## config.mk

```make
export PLATFORM = sky130hd
export DESIGN_NAME = second_back_counter
export DESIGN_NICKNAME = d
export VERILOG_FILES = /design/src/rtl/second_back_counter.sv
export SDC_FILE = /design/constraint.sdc
export NUM_CORES = 1
export LEC_CHECK = 0
export CAP_MARGIN = 10
export CORE_AREA = 5 5 45 47
export CTS_CLUSTER_DIAMETER = 50
export CTS_CLUSTER_SIZE = 24
export DETAILED_ROUTE_END_ITERATION = 8
export DIE_AREA = 0 0 50 52
export GPL_ROUTABILITY_DRIVEN = 0
export HOLD_SLACK_MARGIN = 0.03
export PLACE_DENSITY = 0.49
export SETUP_SLACK_MARGIN = 0.5
export SLEW_MARGIN = 30
export SYNTH_ARGS = -nofsm -noshare
export SYNTH_HDL_FRONTEND = slang
export SYNTH_SLANG_ARGS = --single-unit
```

## constraint.sdc

```tcl
create_clock -name clk -period 2.15 [get_ports clk]
set_input_delay 0.645 -clock clk [delete_from_list [all_inputs] [get_ports clk]]
set_output_delay 0.645 -clock clk [all_outputs]
set_load 0.01 [all_outputs]
```

## src/rtl/second_back_counter.sv

```systemverilog
`default_nettype none
// ============================================================================
// Module      : second_back_counter
// Description : Seconds down-counter for the traffic-light controller. Loads
//               a phase duration selected by mode, decrements once per
//               one-second pulse, strobes timeout when the count reaches 0
//               and reloads automatically.
//               Optional feature macro: SECOND_BACK_COUNTER_MODE_RESTART_EN
//               (when defined, a mode change during COUNT restarts the load).
// Revision    : 1.0 - initial release
// ============================================================================
module second_back_counter #(
    parameter int unsigned T_MODE1 = 30,   // load value when mode=1 (1..63)
    parameter int unsigned T_MODE0 = 5     // load value when mode=0 (1..63)
) (
    input  logic       clk,
    input  logic       rst_n,              // synchronous, active-high despite the name
    input  logic       mode,
    input  logic       pulse,
    output logic       timeout,
    output logic [5:0] sec_count
);

    localparam logic [5:0] c_load_mode1 = 6'(T_MODE1);
    localparam logic [5:0] c_load_mode0 = 6'(T_MODE0);

    typedef enum logic [0:0] {
        S_LOAD  = 1'b0,
        S_COUNT = 1'b1
    } state_t;

    state_t     state_q, state_d;
    logic [5:0] count_q, count_d;
    logic       timeout_q, timeout_d;

`ifdef SECOND_BACK_COUNTER_MODE_RESTART_EN
    logic       mode_q, mode_d;
    logic       w_mode_changed;

    // Registered copy of mode; a mismatch in COUNT means the duration changed.
    assign mode_d         = mode;
    assign w_mode_changed = (mode != mode_q);

    // Mode copy register; cleared by reset.
    always_ff @(posedge clk) begin
        if (rst_n) begin
            mode_q <= 1'b0;
        end else begin
            mode_q <= mode_d;
        end
    end
`else
    logic       w_mode_changed;

    // Mid-count mode changes are ignored; mode is only looked at in LOAD.
    assign w_mode_changed = 1'b0;
`endif

    // Next-state and next-output computation for the LOAD/COUNT sequencer.
    always_comb begin
        state_d   = state_q;
        count_d   = count_q;
        timeout_d = 1'b0;
        case (state_q)
            S_LOAD: begin
                // pulse is ignored while loading
                count_d = mode ? c_load_mode1 : c_load_mode0;
                state_d = S_COUNT;
            end
            S_COUNT: begin
                if (w_mode_changed) begin
                    // restart with the new duration: no decrement, no timeout
                    state_d = S_LOAD;
                end else if (count_q == 6'd0) begin
                    // only reachable with an illegal zero load value
                    state_d = S_LOAD;
                end else if (pulse) begin
                    if (count_q == 6'd1) begin
                        count_d   = 6'd0;
                        timeout_d = 1'b1;
                        state_d   = S_LOAD;
                    end else begin
                        count_d = count_q - 6'd1;
                    end
                end
            end
            default: begin
                state_d = S_LOAD;
            end
        endcase
    end

    // State, count and timeout registers; reset overrides everything.
    always_ff @(posedge clk) begin
        if (rst_n) begin
            state_q   <= S_LOAD;
            count_q   <= 6'd0;
            timeout_q <= 1'b0;
        end else begin
            state_q   <= state_d;
            count_q   <= count_d;
            timeout_q <= timeout_d;
        end
    end

    assign timeout   = timeout_q;
    assign sec_count = count_q;

endmodule
`default_nettype wire

```

Yosys cells after proc, flatten, opt, wreduce, memory -nomap -nowiden
Cells that the tools add are included.
Widths: inputs -> output; s select.

storage, ports and cells
  register bits = 8
  input port bits = 4
  output and inout bits = 7
  word-level logic and storage cells = 22

cells by class
  add/subtract/negate cells = 1
  equality and inequality tests = 3
  muxes and demuxes = 10
  bitwise logic cells = 2
  reductions and logical operators = 3

operators with widths
  cell                 count
  $mux 6               3
  $pmux 6 s2           1
  $eq 6x1->1 const B   1
  $logic_not 6->1      1
  $sub 6x1->6 const B  1
  $mux 5               1
  $mux 1               4
  $ne 2x2->1 const B   2
  $reduce_or 4->1      1
  $not 1->1            2
  $pmux 1 s2           1
  $reduce_and 2->1     1

Depth between registers and ports, before layout
  depth in word-level cells = 5
  gate-level depth with buffers = 6
  mapped depth without buffers = 6

Worst setup path before layout
No wires, ideal clock.

  path type = input-to-reg
  from = input pulse
  to = register count_q[3] (netlist: sec_count[3])
  library setup time = 0.088 ns
  arrival = 1.788 ns
  required time = 2.062 ns
  slack = 0.274 ns
  cell stages on the path = 4
  buffers on the path = 1
  path through = buf_4 or4b_1 or3b_1 a311oi_2

between the ends
  word-level cells in the longest chain between the ends = 2

ends and longest elaborated chain
  what                               line  RTL
  start, declared                    19    input logic pulse,
  $ne 2x2->1 (no source line)        n/a
  $reduce_and 2->1 (no source line)  n/a
  end signal, assigned               101   count_q <= count_d;
  end, declared                      33    logic [5:0] count_q, count_d;

Every way passes these cells.
A chain may end at the register's enable or synchronous reset.

Worst setup path after layout
Ends and elaborated chain as after synthesis.

==> run summary <==
Congestion Overflow GR -> 0
flip-flop and latch count after synthesis -> 8
Data required, critical path -> 2310 ps
pin count of the biggest net entering global routing -> 9
Crit path buffers/inverters -> 1
worst rel slew slack -> 77.7%
hold buffer count at cts -> 0
fin. max-slew vios -> 0
WL per Instance -> 14.1 um
minimum clock period -> 1620 ps
Crit Path Class -> in -> reg
Worst Hold Margin -> 508 ps
number of global-route vias before repair -> 448
Iteration-0 DRC Markers -> 4
reg2reg end -> sec_count[3]$_SDFFE_PP0P_
Area contributors post-synth -> dfxtp_1, a21oi_1, ha_1
Placed Cells -> 80
share of layout cells above drive strength 1 -> 25.8%
Final TNS setup -> 0 ps
Num CTS Buffers -> 3
Mapped Cells -> 53
Final Setup Violations -> 0
Filler cells -> 175
sw power -> 139 uW
Multi-input gate area -> 272 um2
placed wire-length estimate -> 813 um
first-pass GRT wire length -> 1990 um
crit end category -> flip-flop
diodes inserted -> 0
I/O pin count -> 11
net count after synthesis -> 59
ys flop type -> dfxtp_1
post-synth cell types -> 25
synth cell count leaders -> dfxtp_1, a21oi_1, nand2_1, nor3_1, inv_1
Clk network pwr share -> 28.7%
most frequent cell after synthesis -> dfxtp_1
Comb pwr share -> 27.7%
Flop pwr share -> 43.6%
Top delay family on crit path -> simple AND/OR/NAND/NOR gates
Max Cap Viol -> 0
total track usage -> 9.90%
slowest stage cell, crit path -> or4b_4
area of the die -> 2600 um2
Synth Warn # -> 0
Final #Nets -> 74
Clock Pin Slew Worst Setup and Hold Paths -> 60 ps
Reg area -> 166 um2
P_int -> 285 uW
CP Launch Type -> input pin
Worst-Skew Late Latency -> 260 ps
FF-to-FF path depth -> 5
final setup margin -> 526 ps
setup repair bufs after CTS -> 0
number of port buffers -> 10
Worst Tran Pin Value -> 331 ps
Finished Layout Cells -> 83
Final Skew -> 7.78 ps
CTS H-Tree Depth -> 1
Peak VDD IR -> 0.263 mV
pre-CTS WS -> -104 ps
Die Wd -> 50 um
Initial Utilization -> 27.2%
number of synthesized flops with an enable pin -> 0
hold crit path type -> reg -> reg
synthesis-to-layout area growth -> 36.2%
critical path peak fanout -> 2
CP Cell Sequence -> clkbuf_2, or4b_4, or3b_4, a311oi_2
CP arrival -> 1790 ps
post-route ant nets -> 0
RSZ-0062 raised after global routing -> true
antenna violations before repair -> 0
fin crit share -> 75.5%
critical path's largest stage delay -> 450 ps
Rows -> 15
Hold Vio Cnt, Final -> 0
routed via count -> 459
Synth area leader -> dfxtp_1
outcome -> finished, final reports clean
TritonCTS clock tree -> done
switching share of power -> 32.8%
sequential element share of the synthesized area -> 36.5%
r2r setup slk -> 570 ps
ys async rst share -> 0%
hold path start -> sec_count[0]$_SDFFE_PP0P_
# clock sinks -> 8
CTS Buffer Depth -> 2
die height -> 52 um
top-area cell type share of the netlist area -> 36.5%
Mean Syn Cell Area -> 8.29 um2
Core ar. -> 1610 um2
leakage dissipation -> 0.000261 uW
Mapped Area -> 439 um2
total DRC errors in the routed layout -> 0
CTS root buffer -> clkbuf_4
DRT Pass-1 Iters -> 2
fmax -> 0.616 GHz
Reg2Reg Launch Point -> sec_count[1]$_SDFFE_PP0P_
post-DR vias/cell -> 5.53
final wirelength -> 1170 um
worst hold path stage count -> 2
Cell Pwr Density -> 710 nW/um2
WHS Endpoint -> sec_count[0]$_SDFFE_PP0P_
-- cells in the final DEF (no fill, tap or decap), types with 3 or more instances in the layout --
| cell type | synthesis | routed |
|---|---|---|
| dlygate4sd2_1 | 0 | 7 |
| a21oi_1 | 6 | 6 |
| nand2_1 | 5 | 5 |
| nor3_1 | 5 | 5 |
| dfxtp_2 | 0 | 5 |
| inv_1 | 4 | 4 |
| nor2_1 | 3 | 3 |
| clkbuf_4 | 0 | 3 |
| dfxtp_1 | 8 | 3 |
-- cell type report --
type	count	share of cell area [%]
Clock buffer	3	3.77
Inverter	4	2.51
Sequential cell	8	27.8
Multi-Input combinational cell	39	45.4
Timing Repair Buffer	12	16.9
Tap cell	17	3.56
-- metal layers --
metal | up-vias | GRT usage [%] | part of all wire, %
met4 | 0 | 7.42 | 2.5
li1 | 226 | - | -
met2 | 15 | 14.4 | 47
met5 | - | 0 | 0
met3 | 6 | 4.58 | 8.6
met1 | 212 | 11.1 | 41
-- power by group through the flow --
stage | clock [uW] | combinational, uW | sequential (uW)
after floorplan | 0 | 71.0 | 181
after global placement | 0 | 117 | 185
after detailed placement | 0 | 116 | 184
after CTS | 123 | 110 | 182
after global routing | 133 | 133 | 188
final | 122 | 118 | 185
-- tightest hold or removal path, cell delays in order, from the launching register on --
cell	delay, ps
dfxtp_2	340
nand2_1	60
a221oi_1	60
-- state kept, by name, summed over array words and instances (netlist names) --
register and flops:
sec_count 6, state_q 1, timeout 1
-- repair_timing --
action	in CTS	in global routing
endpoints found under the setup margin	9	3
resized for setup	11	10
pin swaps	2	2
-- metrics by stage --
stage	util (%)	instance area [um2]	total power [uW]
floorplan	-	439	252
global placement	35.0	564	302
detailed placement	35.0	564	300
CTS	36.0	581	415
global route	37.1	598	454
finish	37.1	598	425
-- worst max path at each step --
stage	startpoint	end	slack, ps	depth (start not counted)
6_report	pulse	sec_count[3]$_SDFFE_PP0P_	530	4
5_1_grt	pulse	sec_count[3]$_SDFFE_PP0P_	460	4
2_1_floorplan	pulse	sec_count[3]$_SDFFE_PP0P_	270	4
3_5_place_dp	pulse	sec_count[3]$_SDFFE_PP0P_	-100	4
4_1_cts	pulse	sec_count[3]$_SDFFE_PP0P_	360	4
3_3_place_gp	pulse	sec_count[3]$_SDFFE_PP0P_	-90	4
-- logic make-up (layout without fill, tap and decap cells) --
group / count (synthesis) / count (layout) / synth area share (%)
simple gates: 22 / 22 / 28.2
compound gates: 13 / 13 / 19.4
flops: 8 / 8 / 36.5
buf+inv: 6 / 19 / 5.98
fa+ha+maj: 2 / 2 / 5.70
xor+xnor: 1 / 1 / 1.99
mux: 1 / 1 / 2.28
Note: power is estimated with default switching activity, not from simulation.
